$ cat src/rtl/uart_echo.sv
// rtl/uart_echo.sv - 8N1 UART loopback: RX deserializer, byte FIFO, TX serializer
module uart_echo #(
  parameter int DATA_WIDTH   = 8,
  parameter int CLKS_PER_BIT = 280,
  parameter int FIFO_DEPTH   = 4
) (
  input  logic clk_i,
  input  logic rst_i,
  input  logic rx_i,
  output logic tx_o
);

  localparam int TW = $clog2(CLKS_PER_BIT);
  localparam int IW = $clog2(DATA_WIDTH + 1);
  localparam int AW = $clog2(FIFO_DEPTH);

  localparam logic [TW-1:0] HALF_M1   = TW'(CLKS_PER_BIT / 2 - 1);
  localparam logic [TW-1:0] BIT_M1    = TW'(CLKS_PER_BIT - 1);
  localparam logic [IW-1:0] LAST_IDX  = IW'(DATA_WIDTH - 1);
  localparam logic [AW:0]   FIFO_FULL = (AW + 1)'(FIFO_DEPTH);

  typedef enum logic [2:0] {
    RX_IDLE, RX_START, RX_DATA, RX_STOP, RX_ERR
  } rx_state_t;

  typedef enum logic [1:0] {
    TX_IDLE, TX_START, TX_DATA, TX_STOP
  } tx_state_t;

  // RX path state
  logic                  rx_meta_q, rx_meta_d;
  logic                  rx_sync_q, rx_sync_d;
  rx_state_t             rx_state_q, rx_state_d;
  logic [TW-1:0]         rx_timer_q, rx_timer_d;
  logic [IW-1:0]         rx_idx_q, rx_idx_d;
  logic [DATA_WIDTH-1:0] rx_shift_q, rx_shift_d;
  logic                  rx_push_q, rx_push_d;

  // FIFO state
  logic [DATA_WIDTH-1:0] mem_q [FIFO_DEPTH];
  logic [DATA_WIDTH-1:0] mem_d [FIFO_DEPTH];
  logic [AW-1:0]         wr_ptr_q, wr_ptr_d;
  logic [AW-1:0]         rd_ptr_q, rd_ptr_d;
  logic [AW:0]           count_q, count_d;
  logic                  fifo_pop;
  logic                  fifo_push_ok;
  logic                  fifo_empty;
  logic                  fifo_full;

  // TX path state
  tx_state_t             tx_state_q, tx_state_d;
  logic [TW-1:0]         tx_timer_q, tx_timer_d;
  logic [IW-1:0]         tx_idx_q, tx_idx_d;
  logic [DATA_WIDTH-1:0] tx_shift_q, tx_shift_d;
  logic                  tx_q, tx_d;

  assign tx_o = tx_q;

  // Two-flop synchronizer on the asynchronous serial input
  always_comb begin
    rx_meta_d = rx_i;
    rx_sync_d = rx_meta_q;
  end

  // RX deserializer: start detect, mid-bit sampling, stop check and push strobe
  always_comb begin
    rx_state_d = rx_state_q;
    rx_timer_d = rx_timer_q;
    rx_idx_d   = rx_idx_q;
    rx_shift_d = rx_shift_q;
    rx_push_d  = 1'b0;
    unique case (rx_state_q)
      RX_IDLE: begin
        if (!rx_sync_q) begin
          rx_state_d = RX_START;
          rx_timer_d = '0;
          rx_idx_d   = '0;
        end
      end
      RX_START: begin
        if (rx_timer_q == HALF_M1) begin
          rx_timer_d = '0;
          rx_state_d = rx_sync_q ? RX_IDLE : RX_DATA;
        end else begin
          rx_timer_d = rx_timer_q + 1'b1;
        end
      end
      RX_DATA: begin
        if (rx_timer_q == BIT_M1) begin
          rx_timer_d = '0;
          rx_shift_d = {rx_sync_q, rx_shift_q[DATA_WIDTH-1:1]};
          rx_idx_d   = rx_idx_q + 1'b1;
          if (rx_idx_q == LAST_IDX) rx_state_d = RX_STOP;
        end else begin
          rx_timer_d = rx_timer_q + 1'b1;
        end
      end
      RX_STOP: begin
        if (rx_timer_q == BIT_M1) begin
          rx_timer_d = '0;
          if (rx_sync_q) begin
            rx_push_d  = 1'b1;
            rx_state_d = RX_IDLE;
          end else begin
            rx_state_d = RX_ERR;
          end
        end else begin
          rx_timer_d = rx_timer_q + 1'b1;
        end
      end
      RX_ERR: begin
        // Framing error: hold off until the line returns high before rearming
        if (rx_sync_q) rx_state_d = RX_IDLE;
      end
      default: rx_state_d = RX_IDLE;
    endcase
  end

  // Byte FIFO: a push into a full FIFO is dropped unless a pop frees a slot
  always_comb begin
    fifo_empty   = (count_q == '0);
    fifo_full    = (count_q == FIFO_FULL);
    fifo_push_ok = rx_push_q && (!fifo_full || fifo_pop);
    mem_d        = mem_q;
    wr_ptr_d     = wr_ptr_q;
    rd_ptr_d     = rd_ptr_q;
    count_d      = count_q;
    if (fifo_push_ok) begin
      mem_d[wr_ptr_q] = rx_shift_q;
      wr_ptr_d        = wr_ptr_q + 1'b1;
    end
    if (fifo_pop) rd_ptr_d = rd_ptr_q + 1'b1;
    unique case ({fifo_push_ok, fifo_pop})
      2'b10:   count_d = count_q + 1'b1;
      2'b01:   count_d = count_q - 1'b1;
      default: count_d = count_q;
    endcase
  end

  // TX serializer: pops when idle, line value registered from current state
  always_comb begin
    tx_state_d = tx_state_q;
    tx_timer_d = tx_timer_q;
    tx_idx_d   = tx_idx_q;
    tx_shift_d = tx_shift_q;
    fifo_pop   = 1'b0;
    unique case (tx_state_q)
      TX_IDLE: begin
        tx_d = 1'b1;
        if (!fifo_empty) begin
          fifo_pop   = 1'b1;
          tx_shift_d = mem_q[rd_ptr_q];
          tx_timer_d = '0;
          tx_state_d = TX_START;
        end
      end
      TX_START: begin
        tx_d = 1'b0;
        if (tx_timer_q == BIT_M1) begin
          tx_timer_d = '0;
          tx_idx_d   = '0;
          tx_state_d = TX_DATA;
        end else begin
          tx_timer_d = tx_timer_q + 1'b1;
        end
      end
      TX_DATA: begin
        tx_d = tx_shift_q[0];
        if (tx_timer_q == BIT_M1) begin
          tx_timer_d = '0;
          tx_shift_d = tx_shift_q >> 1;
          tx_idx_d   = tx_idx_q + 1'b1;
          if (tx_idx_q == LAST_IDX) tx_state_d = TX_STOP;
        end else begin
          tx_timer_d = tx_timer_q + 1'b1;
        end
      end
      TX_STOP: begin
        tx_d = 1'b1;
        if (tx_timer_q == BIT_M1) begin
          tx_timer_d = '0;
          tx_state_d = TX_IDLE;
        end else begin
          tx_timer_d = tx_timer_q + 1'b1;
        end
      end
      default: begin
        tx_d       = 1'b1;
        tx_state_d = TX_IDLE;
      end
    endcase
  end

  // State registers; reset abandons any frame and leaves the line idle-high
  always_ff @(posedge clk_i or posedge rst_i) begin
    if (rst_i) begin
      rx_meta_q  <= 1'b1;
      rx_sync_q  <= 1'b1;
      rx_state_q <= RX_IDLE;
      rx_timer_q <= '0;
      rx_idx_q   <= '0;
      rx_shift_q <= '0;
      rx_push_q  <= 1'b0;
      for (int i = 0; i < FIFO_DEPTH; i++) mem_q[i] <= '0;
      wr_ptr_q   <= '0;
      rd_ptr_q   <= '0;
      count_q    <= '0;
      tx_state_q <= TX_IDLE;
      tx_timer_q <= '0;
      tx_idx_q   <= '0;
      tx_shift_q <= '0;
      tx_q       <= 1'b1;
    end else begin
      rx_meta_q  <= rx_meta_d;
      rx_sync_q  <= rx_sync_d;
      rx_state_q <= rx_state_d;
      rx_timer_q <= rx_timer_d;
      rx_idx_q   <= rx_idx_d;
      rx_shift_q <= rx_shift_d;
      rx_push_q  <= rx_push_d;
      mem_q      <= mem_d;
      wr_ptr_q   <= wr_ptr_d;
      rd_ptr_q   <= rd_ptr_d;
      count_q    <= count_d;
      tx_state_q <= tx_state_d;
      tx_timer_q <= tx_timer_d;
      tx_idx_q   <= tx_idx_d;
      tx_shift_q <= tx_shift_d;
      tx_q       <= tx_d;
    end
  end

endmodule

$ cat config.mk
export PLATFORM = sky130hd
export DESIGN_NAME = uart_echo
export DESIGN_NICKNAME = d
export VERILOG_FILES = /design/src/rtl/uart_echo.sv
export SDC_FILE = /design/constraint.sdc
export NUM_CORES = 1
export LEC_CHECK = 0
export ABC_AREA = 1
export CAP_MARGIN = 5
export CORE_MARGIN = 2
export CORE_UTILIZATION = 38
export DETAILED_ROUTE_END_ITERATION = 7
export PLACE_DENSITY = 0.64
export REMOVE_ABC_BUFFERS = 1
export SYNTH_ARGS = -nofsm -noshare
export SYNTH_HDL_FRONTEND = slang
export SYNTH_SLANG_ARGS = --single-unit
export TNS_END_PERCENT = 30
$ cat constraint.sdc
create_clock -name clk_i -period 7.1 [get_ports clk_i]
set_input_delay 1.065 -clock clk_i [delete_from_list [all_inputs] [get_ports clk_i]]
set_output_delay 1.065 -clock clk_i [all_outputs]
set_load 0.05 [all_outputs]
; ---- Yosys cells after proc, flatten, opt, wreduce, memory -nomap -nowiden
; Cells that the tools add are included.
[word_totals]
output_inout_bits = 1
elab_cells = 124
reg_bits = 90
[op_classes]
muxes = 44
magnitude_cmp = 3
n_addsub = 8
n_reduce_logical = 22
n_eq_ne = 26
n_bitwise = 2
[ops]
columns = cell, n
row1 = 9-bit two-way mux, 5
row2 = 8-bit two-way mux, 5
row3 = 32-bit bitwise mux, 1
row4 = 9-bit one-hot mux with 3 select lines, 1
row5 = "2-bit inequality test, second input constant", 11
row6 = 3-bit two-way mux, 7
row7 = "9-bit by 1-bit adder with 9-bit output, second input constant", 2
row8 = "9-bit equality test, second input constant", 2
row9 = 9-bit one-hot mux with 2 select lines, 1
row10 = 8-bit binary-select mux with 2-bit select, 1
row11 = 8-bit demux with 2-bit select, 1
row12 = 4-bit two-way mux, 4
row13 = 4-bit one-hot mux with 2 select lines, 2
row14 = 8-bit one-hot mux with 2 select lines, 1
row15 = 3-bit one-hot mux with 5 select lines, 1
row16 = 2-bit two-way mux, 6
row17 = "9-bit by 8-bit equality test with 1-bit output, second input constant", 1
row18 = 3-bit AND reduction, 3
row19 = "4-bit by 1-bit adder with 4-bit output, second input constant", 2
row20 = "4-bit by 3-bit equality test with 1-bit output, second input constant", 2
row21 = 2-bit one-hot mux with 4 select lines, 1
row22 = 2-bit nonzero test, 4
row23 = "2-bit equality test, second input constant", 3
row24 = "3-bit by 2-bit equality test with 1-bit output, second input constant", 2
row25 = other kinds (23), 36

; ---- Longest topological paths before layout
[logic_depth]
word_depth = 7
mapped_depth = 11
depth_no_buf = 11

; ---- Least setup slack after synthesis
; OpenSTA, ideal clock, no wires.
[synth_path]
kind = register to register
from = reg tx_state_q[0]
to = reg count_q[2]
n_path_buf = 0
t_arrival_ns = 1.951
setup_slack_ns = 5.018
stages_incl_launch_ff = 12
setup_time_ns = 0.131
cell_sequence = dfrtp_1 -> inv_1 -> ha_1 -> inv_2 -> nand3_2 -> nand2_2 -> ha_1 -> inv_1 -> fa_1 -> a21oi_1 -> o21ai_0 -> xor2_1
[synth_between]
elab_chain_cells = 6
[synth_rtl]
columns = item, line_no
row1 = "start, declared", 51  ; tx_state_t tx_state_q, tx_state_d;
row2 = "start signal, assigned", 225  ; tx_state_q <= tx_state_d;
row3 = 2-bit zero test (*), 147  ; unique case (tx_state_q)
row4 = 1-bit two-way mux (*), 147
row5 = 1-bit logical OR, 123  ; fifo_push_ok = rx_push_q && (!fifo_full || fifo_pop);
row6 = 1-bit logical AND, 123
row7 = 2-bit by 1-bit equality test with 1-bit output / 2-bit equality test (equally long branches), 133  ; unique case ({fifo_push_ok, fifo_pop})
row8 = 3-bit one-hot mux with 2 select lines / 2-bit nonzero test (equally long branches), --
row9 = "end signal, assigned", 224  ; count_q <= count_d;
row10 = "end, declared", 44  ; logic [AW:0] count_q, count_d;
; Every way passes the cells marked *; elsewhere a longest branch is shown, timed or not.
; A chain may end at the register's enable or synchronous reset.

; ---- Worst setup path after layout
[layout_path]
from = reg tx_q, in the netlist tx_o
to = out tx_o
[layout_rtl]
columns = item, line_no
row1 = "start, declared", 55  ; logic tx_q, tx_d;
row2 = "start signal, assigned", 229  ; tx_q <= tx_d;
row3 = "end, declared", 10  ; output logic tx_o
; No word-level cell between the ends.

==> flow_summary.toml <==
[cts]
cts.hold.buffers_added = 0
clock_tree_from_tritoncts = "built"
cts.repair_timing.setup_buffer_count = 0
cts_resized = 0
clock_sinks = 90
insertion_delay_to_the_later_sink_of_the_worst_skew_pair_ns = 0.33
ctsRootBufferMaster = "clkbuf_16"
clkTransAtPathRegs_ns = 0.06
ctsLongestPathBuffers = 2
htree_levels = 3
cts_buffers = 9

[critical_path]
critPathCaptureType = "output pin"
criticalPathCategory = "flip-flop to output pin"
critPathBufInv = 1
cell_chain_critical_path = "clkdlybuf4s50_1"
cp.depth = 1
worst_ep_arrival_time_ns = 1.63
rrSetupSlack_ns = 4.83
regToRegStartpoint = "tx_state_q[0]$_DFFE_PP0P_"
critical_path.reg2reg.endpoint = "count_q[2]$_DFFE_PP0P_"
r2r_cells = 11
worst_setup_path_endpoint = "tx_o"
timing.critical_path.slowest_stage_cell = "clkdlybuf4s50_1"
startpoint = "tx_o$_DFF_PP1_"
critical_path_rt_ns = 6.03
start_kind = "flip-flop"
critical-path-max-stage-delay_ns = 0.79
crit_family = "buffers and inverters"
crit_path_max_fanout = 1

[synth]
synth_cell_type_count = 38
ys.flop_type = "dfrtp_1"
largest_family_of_logic_cells_by_synthesized_area = "simple AND/OR/NAND/NOR gates"
post_synth_mux_area_share_pct = 0
synth_cells = 542
synth-warning-count = 0
mappedNetlistArea_sq_um = 4560
synth.avg_cell_area_sq_um = 8.41
synth_edf_count = 0
adder_and_majority_gate_portion_of_the_synthesized_area_pct = 4.56
synth_simple_gate_area_share_pct = 26.4
synth_xor_xnor_area_share_pct = 1.92
synth-seq-cells = 90
yosysSeqAreaShare_pct = 49.5
synth_compound_gate_area_share_pct = 11.1
ys_async_sr_fraction_pct = 100

[detailed_routing]
vias = 3461
drc_violation_count_after_routing = 0
post_route_antenna_net_violation_count = 0
postRouteWirelength_um = 8580
drtIter0Drc = 206
detailed_router_iteration_count_before_antenna_repair = 5
wl_per_cell_um = 12.3
route.detailed.vias_per_inst = 4.97

[hold_path]
min_path_type = "flip-flop to flip-flop"

[sta]
max_slew_margin_pct = 37.0
final_period_minus_worst_setup_slack_ns = 2.70
worst_pin_slew_ns = 0.945
worst_clock_skew_ns = 0.00667
fmax_mhz = 371
timing_hold_violations_final = 0
tcrit_tclk_final_pct = 38.0
rsz0062_at_grt = "false"
tns_ns = 0
timing_max_transition_violations_final = 0
finalSetupViolations = 0

[grt]
grt.total_usage_pct = 14.5
grt_antenna_before_repair = 0
grt_pass1_vias = 3340
grt_max_degree = 78
grt_pass1_wl_um = 15300
grt_overflow = 0

[die]
die-area_sq_um = 12900
die-height_um = 114
fp-row-count = 40
floorplan.initialDensity_pct = 38.4
die_width_um = 114
design.portCount = 4
design.core.area_sq_um = 11900

[cells_and_area]
multiInputGateArea_sq_um = 2010
final_nets = 563
antenna_cells_inserted = 0
filler_cell_count = 1150
layout.cells.most_common = "nand2_1"
drive_above_1_share_pct = 11.3
ff_latch_area_sq_um = 2260
syn2layout_area_growth_pct = 9.03
most_frequent_cells_in_the_layout = "nand2_1 (135), dfrtp_1 (87), nor2_1 (59)"
final_cells = 696

[place]
routability_congestion_estimate = 0.806
dp.cells = 680
hpwl_um = 5900
io_buffers = 3

[power]
max-vdd-ir-drop_mv = 0.108
leakage_nw = 2.32
power.density_nw_per_um2 = 200

[flow_run]
cap_violations = 0

[run_status]
run_status = "finished clean"
-- worst min path at each step --
stage	start	slack [ns]	endpoint	depth (start not counted)
floorplan	rx_meta_q$_DFF_PP1_	0.35	rx_sync_q$_DFF_PP1_	0
global placement	rx_meta_q$_DFF_PP1_	0.35	rx_sync_q$_DFF_PP1_	0
detailed placement	rx_meta_q$_DFF_PP1_	0.35	rx_sync_q$_DFF_PP1_	0
CTS	rx_meta_q$_DFF_PP1_	0.36	rx_sync_q$_DFF_PP1_	0
global route	rx_meta_q$_DFF_PP1_	0.36	rx_sync_q$_DFF_PP1_	0
finish	rx_meta_q$_DFF_PP1_	0.36	rx_sync_q$_DFF_PP1_	0
-- sequential cells by signal, summed over array words and instances, names as in the netlist, 2 cells and up --
name        flops
count_q         3
mem_q          32
rd_ptr_q        2
rx_idx_q        4
rx_shift_q      8
rx_state_q      3
rx_timer_q      9
tx_idx_q        4
tx_shift_q      8
tx_state_q      2
tx_timer_q      9
wr_ptr_q        2
-- cells in the mapped netlist (2+ instances only) --
master	count	area share [%]
o22ai_1	3	0.41
nand3_2	3	0.66
o21ai_1	31	3.4
dfrtp_1	87	48
buf_6	5	1.2
inv_1	41	3.4
nand2_4	5	1.2
dfstp_2	3	1.7
nor2_4	3	0.74
ha_1	15	4.1
buf_4	2	0.33
nand4_1	2	0.27
nor2_2	4	0.55
a31oi_1	2	0.27
nor3_1	3	0.33
xor2_1	9	1.7
nor2_1	59	4.9
o21ai_2	4	0.77
o21ai_0	38	4.2
nand3_1	41	4.5
nand2_1	135	11
a21oi_1	8	0.88
buf_2	6	0.66
or2_2	9	1.2
nand2_2	4	0.55
inv_2	8	0.66
-- power breakdown --
group | switching [W] | internal [W] | leakage, nW
clock | 0.000184 | 0.000281 | 0.144
sequential | 0.000000508 | 0.000514 | 1.23
combinational | 0.0000103 | 0.00000152 | 0.947
total | 0.000195 | 0.000797 | 2.32
-- through the flow --
step	hold WS (ns)	instance area, sq um	power (W)	util (%)	setup WS, ns
finish	0.361	4970	0.000992	41.9	4.40
floorplan	0.345	4460	0.000532	-	3.70
global route	0.362	4970	0.00103	41.9	4.37
CTS	0.362	4970	0.00101	41.9	4.39
detailed placement	0.353	4680	0.000537	39.5	4.44
global placement	0.347	4680	0.000536	39.5	4.50
-- logic make-up after synthesis --
| kind of cell | count (synthesis) |
|---|---|
| simple gates | 270 |
| compound gates | 92 |
| fa+ha+maj | 16 |
| flops | 90 |
| xor+xnor | 10 |
| buf+inv | 64 |
-- per-layer routing --
layer	wire length, um	share of wire (%)	up-vias	GRT usage, %
met1	4180	49	1669	19.0
met5	0	0	-	0
met3	218	2.5	6	3.72
met2	4120	48	40	23.6
li1	-	-	1746	-
met4	61	0.71	0	5.20
-- area by class of cell --
cell class | count | share of cell area [%]
Clock buffer | 13 | 5.04
Clock inverter | 3 | 0.806
Inverter | 51 | 3.93
Multi-Input combinational cell | 388 | 40.4
Sequential cell | 90 | 45.4
Tap cell | 147 | 3.70
Timing Repair Buffer | 4 | 0.755
Note: power is estimated with default switching activity, not from simulation.
